### src/rtl/cache_mem_arb_pkg.sv
// Shared types and constants for the cache/memory arbiter.
//   arb_state_t : arbiter FSM states
//   grant_t     : which cache owns (or last owned) the memory port
package cache_mem_arb_pkg;

  localparam int LINE_W   = 256;
  localparam int BEAT_W   = 64;
  localparam int BEATS    = LINE_W / BEAT_W;
  localparam int OFFSET_W = 5;  // byte offset bits inside one cacheline

  typedef enum logic [2:0] {IDLE, I_RD, D_RD, D_WR, RESP} arb_state_t;
  typedef enum logic {ICACHE, DCACHE} grant_t;

endpackage

### src/rtl/line_burst_adaptor.sv
// Converts between one cacheline and a burst of BEAT_W-wide memory beats.
//   start     : begin a new burst (clears the beat counter)
//   load      : together with start, loads line_in (writeback data)
//   beat_en   : memory accepted/returned the current beat
//   capture   : burst is a read, so beat_in is stored into the line
//   beat_in   : read beat from memory
//   beat_out  : write beat for the current counter position
//   line_nxt  : line with beat_in inserted at the current position
//   last_beat : counter sits on the final beat
module line_burst_adaptor #(
  parameter int LINE_W = 256,
  parameter int BEAT_W = 64
) (
  input  logic              clk,
  input  logic              rst,
  input  logic              start,
  input  logic              load,
  input  logic [LINE_W-1:0] line_in,
  input  logic              beat_en,
  input  logic              capture,
  input  logic [BEAT_W-1:0] beat_in,
  output logic [BEAT_W-1:0] beat_out,
  output logic [LINE_W-1:0] line_nxt,
  output logic              last_beat
);

  localparam int BEATS = LINE_W / BEAT_W;
  localparam int CNT_W = (BEATS > 1) ? $clog2(BEATS) : 1;

  logic [CNT_W-1:0]  cnt;
  logic [LINE_W-1:0] line_q;

  always_comb begin
    line_nxt = line_q;
    line_nxt[BEAT_W*cnt +: BEAT_W] = beat_in;
  end

  assign beat_out  = line_q[BEAT_W*cnt +: BEAT_W];
  assign last_beat = (cnt == CNT_W'(BEATS - 1));

  always_ff @(posedge clk or posedge rst) begin
    if (rst) begin
      cnt    <= '0;
      line_q <= '0;
    end else if (start) begin
      cnt <= '0;
      if (load) line_q <= line_in;
    end else if (beat_en) begin
      cnt <= cnt + 1'b1;
      if (capture) line_q <= line_nxt;
    end
  end

endmodule

### src/rtl/cache_mem_arbiter.sv
// Shares one burst memory port between the icache (reads) and the dcache
// (reads and writebacks). One line transfer (BEATS beats) in flight at a time;
// simultaneous requests are granted round-robin.
//   i_read/i_addr -> i_rdata/i_resp          icache side
//   d_read/d_write/d_addr/d_wdata -> d_rdata/d_resp   dcache side
//   mem_read/mem_write/mem_addr/mem_wdata <- mem_rdata/mem_resp   memory side
module cache_mem_arbiter import cache_mem_arb_pkg::*; #(
  parameter int ADDR_W = 32,
  parameter int LINE_W = 256,
  parameter int BEAT_W = 64
) (
  input  logic              clk,
  input  logic              rst,
  input  logic              i_read,
  input  logic [ADDR_W-1:0] i_addr,
  output logic [LINE_W-1:0] i_rdata,
  output logic              i_resp,
  input  logic              d_read,
  input  logic              d_write,
  input  logic [ADDR_W-1:0] d_addr,
  input  logic [LINE_W-1:0] d_wdata,
  output logic [LINE_W-1:0] d_rdata,
  output logic              d_resp,
  output logic              mem_read,
  output logic              mem_write,
  output logic [ADDR_W-1:0] mem_addr,
  output logic [BEAT_W-1:0] mem_wdata,
  input  logic [BEAT_W-1:0] mem_rdata,
  input  logic              mem_resp
);

  localparam logic [ADDR_W-1:0] OFF_MASK = ADDR_W'((1 << OFFSET_W) - 1);

  arb_state_t        state;
  grant_t            last_grant;
  logic              d_req, pick_d, start, in_burst, beat_en, last_beat;
  logic [ADDR_W-1:0] addr_sel;
  logic [LINE_W-1:0] line_nxt;

  assign d_req    = d_read | d_write;
  // dcache wins when alone, or on a tie when icache had the last grant
  assign pick_d   = d_req && (!i_read || last_grant == ICACHE);
  assign start    = (state == IDLE) && (i_read || d_req);
  assign addr_sel = pick_d ? d_addr : i_addr;
  assign in_burst = (state == I_RD) || (state == D_RD) || (state == D_WR);
  // mem_resp outside a burst (IDLE/RESP) is ignored
  assign beat_en  = in_burst && mem_resp;

  line_burst_adaptor #(.LINE_W(LINE_W), .BEAT_W(BEAT_W)) u_burst (
    .clk       (clk),
    .rst       (rst),
    .start     (start),
    .load      (pick_d && d_write),
    .line_in   (d_wdata),
    .beat_en   (beat_en),
    .capture   (state != D_WR),
    .beat_in   (mem_rdata),
    .beat_out  (mem_wdata),
    .line_nxt  (line_nxt),
    .last_beat (last_beat)
  );

  always_ff @(posedge clk or posedge rst) begin
    if (rst) begin
      state      <= IDLE;
      last_grant <= ICACHE;
      mem_read   <= 1'b0;
      mem_write  <= 1'b0;
      mem_addr   <= '0;
      i_resp     <= 1'b0;
      d_resp     <= 1'b0;
      i_rdata    <= '0;
      d_rdata    <= '0;
    end else begin
      i_resp <= 1'b0;
      d_resp <= 1'b0;
      unique case (state)
        IDLE: if (start) begin
          mem_addr <= addr_sel & ~OFF_MASK;
          if (pick_d) begin
            last_grant <= DCACHE;
            // write wins if the dcache raises both
            if (d_write) begin
              state     <= D_WR;
              mem_write <= 1'b1;
            end else begin
              state    <= D_RD;
              mem_read <= 1'b1;
            end
          end else begin
            last_grant <= ICACHE;
            state      <= I_RD;
            mem_read   <= 1'b1;
          end
        end
        I_RD: if (beat_en && last_beat) begin
          state    <= RESP;
          mem_read <= 1'b0;
          i_resp   <= 1'b1;
          i_rdata  <= line_nxt;
        end
        D_RD: if (beat_en && last_beat) begin
          state    <= RESP;
          mem_read <= 1'b0;
          d_resp   <= 1'b1;
          d_rdata  <= line_nxt;
        end
        D_WR: if (beat_en && last_beat) begin
          state     <= RESP;
          mem_write <= 1'b0;
          d_resp    <= 1'b1;
        end
        RESP:    state <= IDLE;
        default: state <= IDLE;
      endcase
    end
  end

endmodule

### config.mk
export PLATFORM = sky130hd
export DESIGN_NAME = cache_mem_arbiter
export DESIGN_NICKNAME = d
export VERILOG_FILES = /design/src/rtl/cache_mem_arb_pkg.sv /design/src/rtl/line_burst_adaptor.sv /design/src/rtl/cache_mem_arbiter.sv
export SDC_FILE = /design/constraint.sdc
export NUM_CORES = 2
export LEC_CHECK = 0
export CORE_AREA = 2 2 395 397
export DETAILED_ROUTE_END_ITERATION = 12
export DIE_AREA = 0 0 397 399
export PLACE_DENSITY_LB_ADDON = 0.25
export SLEW_MARGIN = 20
export SYNTH_ARGS = -nofsm -noshare
export SYNTH_HDL_FRONTEND = slang
export SYNTH_SLANG_ARGS = --single-unit
export TNS_END_PERCENT = 1
### constraint.sdc
create_clock -name clk -period 29.8 [get_ports clk]
set_input_delay 2.98 -clock clk [delete_from_list [all_inputs] [get_ports clk]]
set_output_delay 2.98 -clock clk [all_outputs]
set_load 0.05 [all_outputs]
Word-level counts from Yosys, hierarchy flattened
Index checks and enable logic that the tools add are counted.

word-level totals
  output and inout port bits = 612
  register bits after elaboration = 805
  bits of input ports = 390

cells by class
  $add $sub $neg = 2
  mux-type cells = 26
  equality and inequality tests = 13
  bitwise gates (word level) = 2
  reduce and logical (&&, ||, !) cells = 25
  shift-type cells = 3

operator list
  cell                       number
  $mux 256                   4
  $bwmux 256                 1
  $shift 64x34->256 const A  1
  $shiftx 256x9->64          1
  $shiftx 64x34->256         1
  $neg 8->34                 1
  $mux 32                    1
  $mux 1                     12
  $mux 3                     3
  $ne 2x1->1 const B         4
  $reduce_and 2->1           4
  $reduce_bool 2->1          4
  $eq 3x2->1 const B         2
  $ne 2x2->1 const B         3
  $pmux 3 s2                 1
  $logic_and 1x1->1          5
  $reduce_and 5->1           1
  $logic_or 1x1->1           4
  $mux 2                     2
  $pmux 1 s2                 2
  $reduce_and 4->1           1
  $reduce_or 2->1            2
  $eq 3x1->1 const B         1
  $logic_not 3->1            1
  other kinds (9)            9

Longest topological paths before layout
  depth after elaboration = 7
  mapped depth = 11

Modules after synthesis
From an unflattened synthesis, not the netlist that was laid out.

unflattened totals
  cell total of the unflattened synthesis = 2925
  area total of the unflattened synthesis = 38374.3 sq um

modules (own cells, without submodules)
  module              area each (sq um)  cells an instance  instances
  cache_mem_arbiter   20838.7            1244               1
  line_burst_adaptor  17535.6            1681               1

Worst setup path after synthesis
OpenSTA, ideal clock, no wires.

  path type = register to output
  start = register u_burst.cnt[0]
  end = output mem_wdata[20]
  arrival = 1.750 ns
  stages on the path, launching flop included = 5
  data required time = 26.820 ns
  path buffers = 3
  path slack = 25.070 ns
  cells stage by stage = dfrtp_1 buf_2 buf_2 buf_2 mux4_2

between the ends
  cells in the longest elaborated chain, start to end = 1

RTL lines
  item                    line                      source
  from (decl)             line_burst_adaptor.sv:30  logic [CNT_W-1:0] cnt;
  from (signal assigned)  line_burst_adaptor.sv:49  cnt <= cnt + 1'b1;
  $shiftx 256x9->64       line_burst_adaptor.sv:38  assign beat_out = line_q[BEAT_W*cnt +: BEAT_W];
  to (decl)               cache_mem_arbiter.sv:27   output logic [BEAT_W-1:0] mem_wdata,

No other way between the ends.

Final worst setup path
  start = register u_burst.cnt[1]
  end = output mem_wdata[21]

Same word-level chain as after synthesis.

==> results.txt <==
----------------------------------------------------
[Synthesis]
  Area fraction of the dominant cell type after synthesis ... 54.4%
  Sequential element share of the synthesized area ... 54.4%
  Number of synthesized flops with an enable pin ... 0
  Most frequent cell after synthesis ... dfrtp_1
  Count of yosys warnings during synthesis ... 0
  Synthesis-stage register bit count ... 805
  Most area-consuming cells after synthesis ... dfrtp_1 (54%), o21ai_0 (6.7%), nand2_1 (5.5%)
  Proportion of register bits with asynchronous set or reset after synthesis ... 100%
  Most instantiated flip-flop cell in the synthesis netlist ... dfrtp_1
  Synth top cells by count ... dfrtp_1 (805), nand2_1 (544), o21ai_0 (496)
  Mapped cell area ... 0.0370 mm^2
  Gate Count Post-Synth ... 3,906
  Cell accounting for the most synthesized area ... dfrtp_1
  Mean Syn Cell Area ... 9.48 um^2
  Count of different cell masters after synthesis ... 35

[Placed design]
  Post-Place Cells ... 6,650
  Half-perimeter wire length after detailed placement ... 118 mm
  Final GP Congestion ... 0.919
  Placement-stage cell area ... 0.0483 mm^2
  Input/output buffers ... 986

[Floorplan]
  Floorplan die height ... 399 um
  Number of top-level pins ... 1,002
  Starting density of the core ... 24.1%
  Die area ... 0.158 mm^2
  Site row count ... 144
  Die span in x ... 397 um
  Core Box Area ... 0.154 mm^2

[Detailed routing]
  Detail-routed net length per standard cell ... 24.7 um
  Antenna Violating Nets Remaining ... 0
  DRC violations left ... 0
  Vias after detailed routing ... 32,670
  Via-per-instance ratio ... 4.76
  Violation count after the first detailed-route iteration ... 2,562
  Number of iterations in the first detailed-routing pass ... 6
  Total length of routed wires ... 169 mm

[Worst hold path]
  Hold Path Class ... reg2reg
  Worst hold path cell count ... 2
  Startpoint of the lowest-slack hold path ... d_rdata[14]$_DFFE_PP0P_
  Hold Path Sink ... d_rdata[14]$_DFFE_PP0P_

[Finish]
  Area delta synth->final ... 39.7%
  Post-route cell area ... 0.0517 mm^2
  Area taken by flip-flops and latches ... 0.0202 mm^2
  Filler-free cell count of the finished design ... 6,858
  Share of layout cells above drive strength 1 ... 6.27%
  Total area of multi-input combinational cells ... 0.0152 mm^2
  Number of nets at the end of the flow ... 5,101
  Filler cells ... 15,814

[Critical path]
  FF-to-FF path depth ... 7
  Largest fanout on the critical path ... 35
  Data required time at the worst endpoint ... 26.82 ns
  Critical path data arrival time ... 3.78 ns
  Critical path class ... reg2out
  Type of element capturing the critical path ... primary output
  Sort of element at the start of the critical path ... flop
  Endpoint of the worst-slack reg-to-reg timing path ... i_rdata[209]$_DFFE_PP0P_
  FF-to-FF Start ... u_burst.cnt[1]$_DFFE_PP0P_
  R2R setup slack ... 24.77 ns

[Clock tree]
  Deepest clock path buffer count ... 3
  CTS hold repair buffers ... 0
  Worst-path clk slew ... 0.05 ns
  Clk Tree Root Cell ... clkbuf_16
  Clock tree from TritonCTS ... yes
  Count of buffers added by post-CTS timing repair for setup ... 0
  H-tree lvl count ... 3
  Clock latency on the worst-skew pair ... 0.72 ns
  Post-CTS sizing ... 0
  Number of buffers added by the clock tree synthesis step ... 98
  Sink count of the clock tree ... 805

[Global route]
  Largest net degree at the start of global routing ... 198
  Number of global-route vias before repair ... 32,188
  Global route overflow ... 0
  Global-route wire length before repair ... 241 mm
  Number of antenna violations at the first check in global routing ... 35
  Overall fraction of global-route tracks in use ... 20.8%

[Timing]
  Headroom to the max-slew limit ... 14.2%
  Max frequency ... 148 MHz
  Hold Vio Cnt, Final ... 0
  Final cycle utilization of the critical path ... 22.7%
  Fin. max-slew vios ... 0
  Setup repair after global routing missed its margin ... false
  Shortest period the worst path allows ... 6.76 ns
  Setup TNS Final ... 0 ns
  Finish-stage setup viols ... 0
  Pin slew with the least headroom to its limit ... 1.28 ns
  Final worst clock skew ... 0.0446 ns

[Power and ir drop]
  Leakage power of the design ... 20.8 nW
  Max rail drop VDD ... 0.0739 mV
  Pwr dens ... 142 mW/mm^2

[Status]
  Run status ... completed

[Run]
  Max-cap violations ... 0

----------------------------------------------------
## through the flow
step,power [W],hold slack [ns],setup WS (ns),utilization (%)
after global placement,0.00606,0.462,22.88,31.4
after global routing,0.00771,0.495,22.97,33.6
final,0.00732,0.472,23.04,33.6
after floorplan,0.00449,0.459,4.21,-
after CTS,0.00737,0.481,23.02,33.6
after detailed placement,0.00609,0.469,22.87,31.4
## area by class of cell
class                   instances  share of cell area [%]
flip-flops and latches        805                    39.0
multi-input cells            2759                    29.5
repair buffers               1037                    19.9
clock buffers                 145                    5.63
well taps                    2044                    4.95
clock inverters                36                   0.852
diodes                         27                   0.131
inverters                       5                  0.0508
## sequential cells by signal, summed over array words and instances, names as in the netlist
signal and cells:
d_rdata 256, d_resp 1, i_rdata 256, i_resp 1, last_grant 1, mem_addr 27, mem_read 1, mem_write 1
state 3, u_burst.cnt 2, u_burst.line_q 256
## kinds of logic (layout without fill, tap and decap cells)
group	after synthesis	count (layout)	share of synthesized area, %
AO/OA/AOI/OAI	1322	1322	18.8
XOR/XNOR	2	2	0.0473
adder cells (fa/ha/maj)	6	6	0.196
buffers and inverters	346	1223	4.77
flip-flops	805	805	54.4
multiplexers	91	91	4.62
other	1	32	0.0101
AND/OR/NAND/NOR	1333	1333	17.1
## how the worst max path moves through the flow
stage,start,end,depth (start not counted)
final,u_burst.cnt[1]$_DFFE_PP0P_,mem_wdata[21],3
after floorplan,rst,d_rdata[0]$_DFFE_PP0P_,1
after global routing,u_burst.cnt[1]$_DFFE_PP0P_,mem_wdata[21],3
after global placement,rst,u_burst.line_q[235]$_DFFE_PP0P_,5
after detailed placement,rst,u_burst.line_q[235]$_DFFE_PP0P_,5
after CTS,u_burst.cnt[1]$_DFFE_PP0P_,mem_wdata[18],3
## critical path: stages, from the launching register on
cell             delay (ns)
dfrtp_4                0.95
buf_4                  0.74
mux4_2                 0.35
clkdlybuf4s50_1        0.93
## cells in the final DEF (no fill, tap or decap), types with 6 or more instances in the layout
cell	netlist	routed
clkdlybuf4s50_1	0	985
dfrtp_1	805	803
nand2_1	544	544
o21ai_0	496	496
o21ai_1	306	305
nor2_1	263	263
a21oi_1	258	258
nor2b_1	256	256
a31oi_1	256	254
and2_0	164	164
clkbuf_16	0	98
and2_1	93	93
mux4_2	64	64
buf_4	5	46
clkbuf_8	0	28
diode_2	0	27
mux2i_1	27	27
clkinv_2	0	19
clkbuf_1	215	19
bufinv_16	0	6
## where the power goes
group / total, W / internal (W) / switching (W)
clock network: 0.00125 / 0.000730 / 0.000520
registers: 0.00187 / 0.00155 / 0.000315
logic: 0.00420 / 0.00130 / 0.00291
## metal layers
layer,vias up,global-route usage (%),part of all wire (%)
met5,-,0,0.047
met4,14,6.86,2.8
met3,208,6.32,8.7
met2,1253,32.4,46
met1,16157,27.3,43
li1,15038,-,-
Note: power is estimated with default switching activity, not from simulation.
